===== src/rtl/alu_seq_if.sv =====
// Pushbutton/switch command inputs and display-side outputs of the sequential ALU.
// The master modport drives commands; the slave modport is the ALU.
interface alu_seq_if #(
    parameter int unsigned W = 8
);
    logic           pb1_db;
    logic           pb2_db;
    logic           pb3_db;
    logic [W-1:0]   sw;
    logic [2*W-1:0] result;
    logic [3:0]     flags;
    logic [3:0]     letters;
    logic           busy;
    logic           done;

    modport master (
        output pb1_db, pb2_db, pb3_db, sw,
        input  result, flags, letters, busy, done
    );

    modport slave (
        input  pb1_db, pb2_db, pb3_db, sw,
        output result, flags, letters, busy, done
    );
endinterface


===== src/rtl/alu_seq.sv =====
// W-bit sequential ALU: single-cycle arithmetic/logic/shift ops plus iterative
// shift-add multiply and restoring divide behind a busy/done handshake.
module alu_seq #(
    parameter int unsigned W = 8
) (
    input logic      clk,
    input logic      rstn,
    alu_seq_if.slave bus
);
    localparam int unsigned SW = $clog2(W);

    typedef enum logic [1:0] {StIdle, StMul, StDiv} state_e;

    state_e         state_q, state_d;
    logic [W-1:0]   a_q, a_d, b_q, b_d, hi_q, hi_d, lo_q, lo_d;
    logic [3:0]     op_q, op_d, flags_q, flags_d, letters_q, letters_d;
    logic [2*W-1:0] res_q, res_d;
    logic [SW-1:0]  cnt_q, cnt_d;
    logic           busy_q, busy_d, done_q, done_d;

    logic [SW-1:0]  sh;
    logic [W:0]     add_w, sub_w, shl_w, shr_w, sar_w;
    logic [W-1:0]   neg_w, alu_r;
    logic           alu_hi, alu_c, alu_v;

    logic [W:0]     mul_sum, div_sh, div_sub;
    logic [2*W-1:0] mul_prod;
    logic [W-1:0]   div_rem, div_quo;
    logic           div_ge;

    assign sh    = b_q[SW-1:0];
    assign add_w = {1'b0, a_q} + {1'b0, b_q};
    assign sub_w = {1'b0, a_q} - {1'b0, b_q};
    assign neg_w = ~a_q + W'(1);
    // One extra bit on the shifted-out side captures the last bit lost
    assign shl_w = {1'b0, a_q} << sh;
    assign shr_w = {a_q, 1'b0} >> sh;
    assign sar_w = $signed({a_q, 1'b0}) >>> sh;

    // Multiply: {hi,lo} starts as {0,B}; add A into hi on lo[0], then shift right
    assign mul_sum  = {1'b0, hi_q} + {1'b0, lo_q[0] ? a_q : {W{1'b0}}};
    assign mul_prod = {mul_sum, lo_q[W-1:1]};
    // Divide: hi is the partial remainder, lo shifts dividend out and quotient in
    assign div_sh   = {hi_q, lo_q[W-1]};
    assign div_sub  = div_sh - {1'b0, b_q};
    assign div_ge   = ~div_sub[W];
    assign div_rem  = div_ge ? div_sub[W-1:0] : div_sh[W-1:0];
    assign div_quo  = {lo_q[W-2:0], div_ge};

    always_comb begin
        alu_r  = '0;
        alu_hi = 1'b0;
        alu_c  = 1'b0;
        alu_v  = 1'b0;
        case (bus.sw[3:0])
            4'h1, 4'hE: begin
                alu_r  = add_w[W-1:0];
                alu_hi = add_w[W];
                alu_c  = add_w[W];
                alu_v  = (a_q[W-1] == b_q[W-1]) && (add_w[W-1] != a_q[W-1]);
            end
            4'h2, 4'hD: begin
                alu_r  = sub_w[W-1:0];
                alu_hi = sub_w[W];
                alu_c  = sub_w[W];
                alu_v  = (a_q[W-1] != b_q[W-1]) && (sub_w[W-1] != a_q[W-1]);
            end
            4'h3: begin
                alu_r = neg_w;
                alu_v = (a_q == {1'b1, {(W-1){1'b0}}});
            end
            4'h4: alu_r = a_q & b_q;
            4'h5: alu_r = a_q | b_q;
            4'h6: alu_r = a_q ^ b_q;
            4'h7: alu_r = ~a_q;
            4'h8: begin
                alu_r = shl_w[W-1:0];
                alu_c = shl_w[W];
            end
            4'h9: begin
                alu_r = shr_w[W:1];
                alu_c = shr_w[0];
            end
            4'hA: begin
                alu_r = sar_w[W:1];
                alu_c = sar_w[0];
            end
            default: ;
        endcase
    end

    always_comb begin
        state_d   = state_q;
        a_d       = a_q;
        b_d       = b_q;
        op_d      = op_q;
        res_d     = res_q;
        flags_d   = flags_q;
        letters_d = letters_q;
        busy_d    = busy_q;
        done_d    = 1'b0;
        hi_d      = hi_q;
        lo_d      = lo_q;
        cnt_d     = cnt_q;
        unique case (state_q)
            StIdle: begin
                if (bus.pb1_db) begin
                    a_d       = bus.sw;
                    letters_d = 4'hA;
                end else if (bus.pb2_db) begin
                    b_d       = bus.sw;
                    letters_d = 4'hB;
                end else if (bus.pb3_db) begin
                    op_d = bus.sw[3:0];
                    case (bus.sw[3:0])
                        4'h0: ;
                        4'hB: begin
                            state_d   = StMul;
                            busy_d    = 1'b1;
                            letters_d = 4'hF;
                            hi_d      = '0;
                            lo_d      = b_q;
                            cnt_d     = '0;
                        end
                        4'hC: begin
                            if (b_q == '0) begin
                                res_d     = {a_q, {W{1'b1}}};
                                flags_d   = 4'b0000;
                                letters_d = 4'hE;
                                done_d    = 1'b1;
                            end else begin
                                state_d   = StDiv;
                                busy_d    = 1'b1;
                                letters_d = 4'hF;
                                hi_d      = '0;
                                lo_d      = a_q;
                                cnt_d     = '0;
                            end
                        end
                        4'hD: begin
                            flags_d   = {alu_r == '0, alu_r[W-1], alu_c, alu_v};
                            letters_d = 4'hD;
                            done_d    = 1'b1;
                        end
                        4'hF: begin
                            res_d     = '0;
                            flags_d   = 4'b0000;
                            letters_d = 4'hE;
                            done_d    = 1'b1;
                        end
                        default: begin
                            res_d     = {{(W-1){1'b0}}, alu_hi, alu_r};
                            flags_d   = {alu_r == '0, alu_r[W-1], alu_c, alu_v};
                            letters_d = bus.sw[3:0];
                            done_d    = 1'b1;
                            if (bus.sw[3:0] == 4'hE) a_d = alu_r;
                        end
                    endcase
                end
            end
            StMul: begin
                hi_d = mul_sum[W:1];
                lo_d = {mul_sum[0], lo_q[W-1:1]};
                if (cnt_q == SW'(W - 1)) begin
                    state_d   = StIdle;
                    busy_d    = 1'b0;
                    done_d    = 1'b1;
                    res_d     = mul_prod;
                    flags_d   = {mul_prod == '0, mul_prod[2*W-1], 2'b00};
                    letters_d = op_q;
                end else begin
                    cnt_d = cnt_q + SW'(1);
                end
            end
            StDiv: begin
                hi_d = div_rem;
                lo_d = div_quo;
                if (cnt_q == SW'(W - 1)) begin
                    state_d   = StIdle;
                    busy_d    = 1'b0;
                    done_d    = 1'b1;
                    res_d     = {div_rem, div_quo};
                    flags_d   = {div_quo == '0, div_quo[W-1], 2'b00};
                    letters_d = op_q;
                end else begin
                    cnt_d = cnt_q + SW'(1);
                end
            end
            default: state_d = StIdle;
        endcase
    end

    always_ff @(posedge clk) begin
        if (rstn) begin
            state_q   <= StIdle;
            a_q       <= '0;
            b_q       <= '0;
            op_q      <= '0;
            res_q     <= '0;
            flags_q   <= '0;
            letters_q <= '0;
            busy_q    <= 1'b0;
            done_q    <= 1'b0;
            hi_q      <= '0;
            lo_q      <= '0;
            cnt_q     <= '0;
        end else begin
            state_q   <= state_d;
            a_q       <= a_d;
            b_q       <= b_d;
            op_q      <= op_d;
            res_q     <= res_d;
            flags_q   <= flags_d;
            letters_q <= letters_d;
            busy_q    <= busy_d;
            done_q    <= done_d;
            hi_q      <= hi_d;
            lo_q      <= lo_d;
            cnt_q     <= cnt_d;
        end
    end

    assign bus.result  = res_q;
    assign bus.flags   = flags_q;
    assign bus.letters = letters_q;
    assign bus.busy    = busy_q;
    assign bus.done    = done_q;
endmodule


===== src/flat_wrapper.sv =====
// flat-port wrapper written by rule: the top's interface ports become plain ports
module alu_seq_flat 
#(
    parameter int unsigned W = 8
)
  (clk, rstn, bus_pb1_db, bus_pb2_db, bus_pb3_db, bus_sw, bus_result, bus_flags, bus_letters, bus_busy, bus_done);
  alu_seq_if #(.W(W)) bus_i ();
  input logic clk;
  input logic rstn;
  input wire logic [$bits(bus_i.pb1_db)-1:0] bus_pb1_db;
  input wire logic [$bits(bus_i.pb2_db)-1:0] bus_pb2_db;
  input wire logic [$bits(bus_i.pb3_db)-1:0] bus_pb3_db;
  input wire logic [$bits(bus_i.sw)-1:0] bus_sw;
  output wire logic [$bits(bus_i.result)-1:0] bus_result;
  output wire logic [$bits(bus_i.flags)-1:0] bus_flags;
  output wire logic [$bits(bus_i.letters)-1:0] bus_letters;
  output wire logic [$bits(bus_i.busy)-1:0] bus_busy;
  output wire logic [$bits(bus_i.done)-1:0] bus_done;
  assign bus_i.pb1_db = bus_pb1_db;
  assign bus_i.pb2_db = bus_pb2_db;
  assign bus_i.pb3_db = bus_pb3_db;
  assign bus_i.sw = bus_sw;
  assign bus_result = bus_i.result;
  assign bus_flags = bus_i.flags;
  assign bus_letters = bus_i.letters;
  assign bus_busy = bus_i.busy;
  assign bus_done = bus_i.done;
  alu_seq #(.W(W)) u_core (.clk(clk), .rstn(rstn), .bus(bus_i));
endmodule

===== config.mk =====
export PLATFORM = sky130hd
export DESIGN_NAME = alu_seq_flat
export DESIGN_NICKNAME = d
export VERILOG_FILES = /design/src/rtl/alu_seq_if.sv /design/src/rtl/alu_seq.sv /design/src/flat_wrapper.sv
export SDC_FILE = /design/constraint.sdc
export NUM_CORES = 1
export LEC_CHECK = 0
export ABC_AREA = 1
export ABC_CLOCK_PERIOD_IN_PS = 3700
export CAP_MARGIN = 5
export CELL_PAD_IN_SITES_DETAIL_PLACEMENT = 0
export CELL_PAD_IN_SITES_GLOBAL_PLACEMENT = 1
export CORE_UTILIZATION = 38
export CTS_CLUSTER_SIZE = 16
export DETAILED_ROUTE_END_ITERATION = 8
export PLACE_DENSITY_LB_ADDON = 0.1
export REMOVE_ABC_BUFFERS = 1
export SLEW_MARGIN = 20
export SYNTH_ARGS = -nofsm -noshare
export SYNTH_HDL_FRONTEND = slang
export SYNTH_SLANG_ARGS = --single-unit

===== constraint.sdc =====
create_clock -name clk -period 3.7 [get_ports clk]
set_clock_uncertainty 0.15 [all_clocks]
set_input_delay 0.74 -clock clk [delete_from_list [all_inputs] [get_ports clk]]
set_output_delay 0.74 -clock clk [all_outputs]
set_load 0.01 [all_outputs]

==> results of run 1 <==
per-layer routing:
layer,vias to the layer above,track usage,wire (um)
met4,0,0.09432,835
met2,255,0.4700,11170
met5,-,0,0
met3,63,0.03845,1398
li1,3591,-,-
met1,3313,0.3908,11230
power by group:
group | internal (mW) | switching (mW) | total (mW)
Sequential | 0.769 | 0.0396 | 0.808
Clock | 0.725 | 0.334 | 1.06
Combinational | 0.314 | 0.614 | 0.929
Total | 1.81 | 0.988 | 2.80
cells by family (layout without fill, tap and decap cells):
logic type | Yosys count | after routing | synth area share
adder cells (fa/ha/maj) | 53 | 53 | 0.1079
AO/OA/AOI/OAI | 224 | 224 | 0.1928
flip-flops | 67 | 67 | 0.2087
XOR/XNOR | 14 | 14 | 0.01908
AND/OR/NAND/NOR | 530 | 530 | 0.3618
buffers and inverters | 173 | 212 | 0.1098
registers in the layout, indices dropped and copies added, names as in the netlist:
| register | flops |
|---|---|
| u_core.cnt_q | 3 |
| u_core.lo_q | 8 |
| u_core.b_q | 8 |
| u_core.op_q | 4 |
| u_core.bus.busy | 1 |
| u_core.state_q | 2 |
| u_core.bus.done | 1 |
| u_core.bus.result | 16 |
| u_core.bus.letters | 4 |
| u_core.a_q | 8 |
| u_core.hi_q | 8 |
| u_core.bus.flags | 4 |
worst max-delay path by stage:
stage,from,to,slack [ns],depth (start not counted)
after global routing,bus_sw[1],u_core.bus.result[8]$_SDFFE_PP0P_,0.18,9
after global placement,bus_sw[1],u_core.bus.flags[1]$_SDFFE_PP0P_,0.14,9
after floorplan,u_core.b_q[2]$_SDFFE_PP0P_,u_core.bus.result[0]$_SDFFE_PP0P_,1.01,14
final,bus_sw[1],u_core.bus.flags[1]$_SDFFE_PP0P_,0.44,9
after CTS,bus_sw[1],u_core.bus.result[8]$_SDFFE_PP0P_,0.46,9
after detailed placement,bus_sw[1],u_core.bus.flags[1]$_SDFFE_PP0P_,0.11,9
placed cells by master (no fill, tap or decap), types with 2 or more instances in the layout:
master / instances
nand2_1: 290
inv_1: 118
nand3_1: 115
a21oi_1: 87
o21ai_0: 85
nor2_1: 71
dfxtp_1: 67
ha_1: 49
clkdlybuf4s50_1: 38
buf_4: 31
nand4_1: 17
a31oi_1: 17
o211ai_1: 12
nor3_1: 10
clkbuf_16: 9
o22ai_1: 8
xor2_1: 8
inv_2: 6
xnor2_1: 6
nor2_2: 5
nand2_2: 4
fa_1: 4
bufinv_16: 4
and2_1: 3
nor2_8: 3
nor4_1: 3
nand3b_1: 3
nor2_4: 2
a22oi_1: 2
nand2_4: 2
o21ai_1: 2
clkinvlp_4: 2
layout make-up:
cell class	count	area, um2
multi-input cells	821	4379
well taps	220	275.3
flip-flops and latches	67	1341
fillers	1806	9055
repair buffers	70	633.1
clock buffers	9	225.2
clock inverters	7	140.1
inverters	126	475.5
through the flow:
stage	util	std cells	hold WS [ns]
2_1_floorplan	-	1014	0.2925
3_3_place_gp	0.4299	1304	0.2923
3_5_place_dp	0.4299	1304	0.2928
4_1_cts	0.4520	1320	0.3046
5_1_grt	0.4520	1320	0.3344
6_report	0.4520	1320	0.2984
critical path: stages:
cell,delay (ns)
clkdlybuf4s50_1,0.70
inv_1,0.14
nor2_2,0.40
nand2_1,0.09
nand2_1,0.42
nand2_1,0.10
o21ai_0,0.48
o21ai_0,0.15
a21oi_1,0.14
==> impl_results.md, run 1 <==
- Final setup viols: 0
- Fraction of layout cells with a size suffix above 1: 0.06909
- Worst r2r dst: u_core.bus.flags[3]$_SDFFE_PP0P_
- Number of synthesized register bits: between 60 and 70
- Die width: between 100 and 150 um
- DRT antenna net count: 0
- Post-CTS Hold Buffers: 0
- Via-to-Cell Ratio: approximately 5.5
- Full die area: 17430 um2
- Synth cell count leaders: nand2_1, inv_1, nand3_1
- Vias in the first global route: approximately 6800
- Mapped Area: roughly 6400 um2
- Post-CTS Setup Inserts: 0
- Min-delay src: u_core.bus.busy$_SDFFE_PP0P_
- Final Cycle Share: 0.8806
- Cells after Synth: about 1100
- Avg WL per Cell: approximately 19 um
- Clock buffer depth: 2
- Most frequent cell after synthesis: nand2_1
- CTS sink count: 67
- Design Area, Final: 7470 um2
- EDFF count, synth: 0
- CP max FO: 11
- Grt total ovfl: 0
- Startpoint class of the critical path: primary input
- Total Wirelength: around 25000 um
- CTS root buffer: clkbuf_16
- Min-Delay Path Depth: 2
- Final WS setup: approximately 0.44 ns
- Total negative setup slack: 0 ns
- Worst vdd ir: between 0.2 and 0.3 mV
- Status: finished, violations left
- Worst-Skew Late Latency: 0.33 ns
- WP data required: roughly 3.8 ns
- Worst min-delay path endpoint: u_core.bus.busy$_SDFFE_PP0P_
- R2R cell count: 14
- Initial antenna violation count: 0
- Final hold vios: 0
- Arr. time, crit path: around 3.4 ns
- Critical path class: in -> reg
- 1st-iter DRT viols: approximately 650
- Largest net degree at the start of global routing: 40
- Total Routing Usage GR: 0.2881
- Reg2reg setup slack: 0.52 ns
- Worst min-delay path category: reg -> reg
- Num CTS Buffers: 9
- Leakage power total: around 3.6 nW
- Ys flop type: dfxtp_1
- DP HPWL: approximately 19000 um
- Failing checks: design-rule violations
- Clock tree from TritonCTS: built
- Slew HR: 0.4799
- Cell accounting for the most synthesized area: dfxtp_1
- Actual slew at the worst max-slew pin: 0.7773 ns
- Total chip power: around 2.8 mW
- Final Critical Period: about 3.3 ns
- PwrDens: 374.3 nW/um2
- Synth cell types: 46
- Synth area leaders: dfxtp_1, nand2_1, ha_1
- First-pass GRT wire length: slightly below 40000 um
- Slew Limit Fails: 0
- Asr flop ratio synth: 0
- Yosys warns: 0
- Die H: between 100 and 150 um
- RSZ-0062 raised after global routing: false
- Pre-CTS WS: 0.1130 ns
- # diodes: 0
- Mean Syn Cell Area: about 6.1 um2
- GPL Wtd Cong: roughly 0.94
- Starting density of the core: 0.3889
- Core Area: around 17000 um2
- Register area share after synthesis: 0.2087
- Io pins: 39
- Top cell type's share of synthesized area: 0.2087
- Syn-to-layout area delta: 16.24%
- H-tree depth: 3
- Buffers on Ports: 38
- Remaining DRCs: 2
- MaxCap Viol Count: 0
- Crit. End Element: flop
- Router iterations before antenna repair: 7
- Cts repair resizes: 0
- Worst-path clk slew: around 0.06 ns
- Vias: 7222
- Layout Nets: between 1000 and 1500
- Placed cell area: ~7000 um2
- Fmax achieved: a little over 0.3 GHz
- Beginning of the worst register-to-register path: u_core.b_q[0]$_SDFFE_PP0P_
- Row Count: 47
(Power assumes the default switching activity.)
==> inputs of run 2 (changes only) <==
--- a/config.mk
+++ b/config.mk
@@ -7,13 +7,9 @@
 export LEC_CHECK = 0
 export ABC_AREA = 1
 export ABC_CLOCK_PERIOD_IN_PS = 3700
-export CAP_MARGIN = 5
-export CELL_PAD_IN_SITES_DETAIL_PLACEMENT = 0
-export CELL_PAD_IN_SITES_GLOBAL_PLACEMENT = 1
+export CAP_MARGIN = 20
 export CORE_UTILIZATION = 38
-export CTS_CLUSTER_SIZE = 16
 export DETAILED_ROUTE_END_ITERATION = 8
-export PLACE_DENSITY_LB_ADDON = 0.1
 export REMOVE_ABC_BUFFERS = 1
 export SLEW_MARGIN = 20
 export SYNTH_ARGS = -nofsm -noshare
==> impl_results.md, run 2 (same netlist as run 1, synthesis figures left out) <==
- Leakage power total: 3.553 nW (-1.4%)
- Grt total ovfl: 0 (unchanged)
- CP max FO: 11 (unchanged)
- Placed insts: 1297 (-0.54%)
- Final Critical Period: 3.096 ns (-0.1627 ns)
- Arr. time, crit path: 3.21 ns (-0.16 ns)
- Router iterations before antenna repair: 5 (-2)
- Clock tree from TritonCTS: built
- Total chip power: 2.665 mW (-4.7%)
- Combinational power share: 0.340 (+0.008)
- Crit. End Element: flop
- Via-to-Cell Ratio: 5.589 (+2.1%)
- Fmax achieved: 0.3230 GHz (+5.3%)
- DRT antenna net count: 0 (unchanged)
- Slowest stage cell, crit path: clkdlybuf4s50_1
- First-pass GRT wire length: 36530 um (-5.3%)
- Total Routing Usage GR: 0.2681 (-0.01991)
- Worst-path clk slew: 0.06 ns (about the same)
- Worst min-delay path category: reg -> reg
- Critical Path, Cell by Cell: clkdlybuf4s50_1 -> inv_1 -> nor2_2 -> nand2_1 -> nand2_1 -> nand2_1 -> o21ai_0 -> o21ai_0 -> a21oi_1
- Max reg flops: 16 (unchanged)
- Num CTS Buffers: 9 (unchanged)
- H-tree depth: 3 (unchanged)
- Clock buffer depth: 2 (unchanged)
- CP peak stage delay: 0.67 ns (-0.03 ns)
- Die H: 132.0 um (unchanged)
- Internal power: 1.699 mW (-6.0%)
- Placed cell area: 7039 um2 (-0.92%)
- Cell Count, Final, Fillers Out: 1313 (-0.53%)
- Design Area, Final: 7368 um2 (-1.4%)
- MaxCap Viol Count: 0 (unchanged)
- CTS root buffer: clkbuf_16
- Vias: 7338 (+1.6%)
- Largest net degree at the start of global routing: 59 (+48%)
- Total negative setup slack: 0 ns (unchanged)
- Final hold vios: 0 (unchanged)
- Starting density of the core: 0.3889 (unchanged)
- Most Crowded Layer GR: met2
- Final Cycle Share: 0.8367 (-0.04398)
- Switching share of power: 0.3625 (+0.009147)
- Hold Slack: 0.3057 ns (+0.007256 ns)
- Syn-to-layout area delta: 14.66%
- GR Util met1: 0.3673 (-0.02351)
- DP HPWL: 17590 um (-8.2%)
- RSZ-0062 raised after global routing: false
- # diodes: 0 (unchanged)
- Pre-CTS WS: 0.2457 ns (+0.1327 ns)
- Total Wirelength: 23180 um (-5.9%)
- Most frequent cells in the layout: nand2_1, inv_1, nand3_1, a21oi_1, o21ai_0
- CP bufs+invs: 2 (unchanged)
- Startpoint class of the critical path: primary input
- Worst vdd ir: 0.2421 mV (-3.8%)
- Avg WL per Cell: 17.66 um (-5.4%)
- Full die area: 17430 um2 (unchanged)
- Remaining DRCs: 0 (-2)
- Initial antenna violation count: 0 (unchanged)
- Cts repair resizes: 0 (unchanged)
- Layout Nets: 1154 (-0.60%)
- Vias in the first global route: 6605 (-2.8%)
- CTS sink count: 67 (unchanged)
- Io pins: 39 (unchanged)
- Final WS setup: 0.6043 ns (+0.1627 ns)
- Slew Limit Fails: 0 (unchanged)
- Final setup viols: 0 (unchanged)
- Met3 Use GR: 0.05229 (+0.01384)
- Row Count: 47 (unchanged)
- Post-CTS Hold Buffers: 0 (unchanged)
- Commonest non-fill, non-tap cell in the layout: nand2_1
- CP delay by family, top: simple AND/OR/NAND/NOR gates
- GPL Wtd Cong: 0.9851 (+4.9%)
- 1st-iter DRT viols: 835 (+29%)
- Clock power share: 0.356 (-0.023)
- Net Sw Power: 966.1 uW (-2.2%)
- PwrDens: 361.7 nW/um2 (-3.4%)
- Slew HR: 0.5241 (+0.04418)
- Worst-Skew Late Latency: 0.34 ns (about the same)
- Actual slew at the worst max-slew pin: 0.7113 ns (-0.06602 ns)
- Die width: 132.0 um (unchanged)
- Critical path class: in -> reg
- Core Area: 16520 um2 (unchanged)
- M2 GR Usage: 0.4168 (-0.05320)
- WP data required: 3.81 ns (about the same)
- Fraction of layout cells with a size suffix above 1: 0.06221 (-0.006877)
- Buffers on Ports: 38 (unchanged)
- Layout Utilization: 0.4459 (-0.006133)
- Post-CTS Setup Inserts: 0 (unchanged)
- Part of the power in registers: 0.304 (+0.015)
- Worst path most repeated cell: nand2_1
- Status: complete, no violations
==> run 2: cell count changes in the layout (fill, tap and decap cells not counted), sizes merged <==
cell	delta
buf	-7
clkbuf	+3
bufinv	-2
clkinvlp	-1
==> run 2: worst paths after layout <==
| kind | slack [ns] | cells after the start | from | to |
|---|---|---|---|---|
| hold reg to reg | 0.31 | 2 | u_core.bus.busy$_SDFFE_PP0P_ | u_core.bus.busy$_SDFFE_PP0P_ |
| hold / removal | 0.31 | 2 | u_core.bus.busy$_SDFFE_PP0P_ | u_core.bus.busy$_SDFFE_PP0P_ |
| setup reg to reg | 0.70 | 9 | u_core.b_q[0]$_SDFFE_PP0P_ | u_core.bus.flags[3]$_SDFFE_PP0P_ |
| setup / recovery | 0.60 | 9 | bus_sw[1] | u_core.bus.flags[1]$_SDFFE_PP0P_ |
==> run 2: power by group through the flow <==
stage,logic (mW),registers [mW],clock network [mW]
2_1_floorplan,0.544,0.840,0
3_3_place_gp,0.884,0.826,0
3_5_place_dp,0.878,0.825,0
4_1_cts,0.884,0.810,0.960
5_1_grt,0.998,0.815,0.984
6_report,0.906,0.812,0.948
==> run 2: cell type report <==
class	count	area [um2]
Fill cell	1728	9156
Multi-Input combinational cell	821	4379
Sequential cell	67	1341
Timing Repair Buffer	63	568.0
Inverter	126	475.5
Tap cell	220	275.3
Clock buffer	12	256.5
Clock inverter	4	72.57
==> run 2: per-layer routing <==
| metal | wire length (um) | vias to the layer above |
|---|---|---|
| met4 | 862 | 0 |
| met3 | 2018 | 72 |
| met1 | 10250 | 3313 |
| li1 | - | 3577 |
| met2 | 10060 | 376 |
| met5 | 0 | - |
==> run 2: tightest hold or removal path: cells and delay by family, from the launching register on <==
kind	cells	cell delay [ns]
AO/OA/AOI/OAI	1	0.05
buffers and inverters	1	0.05
flip-flops	1	0.31
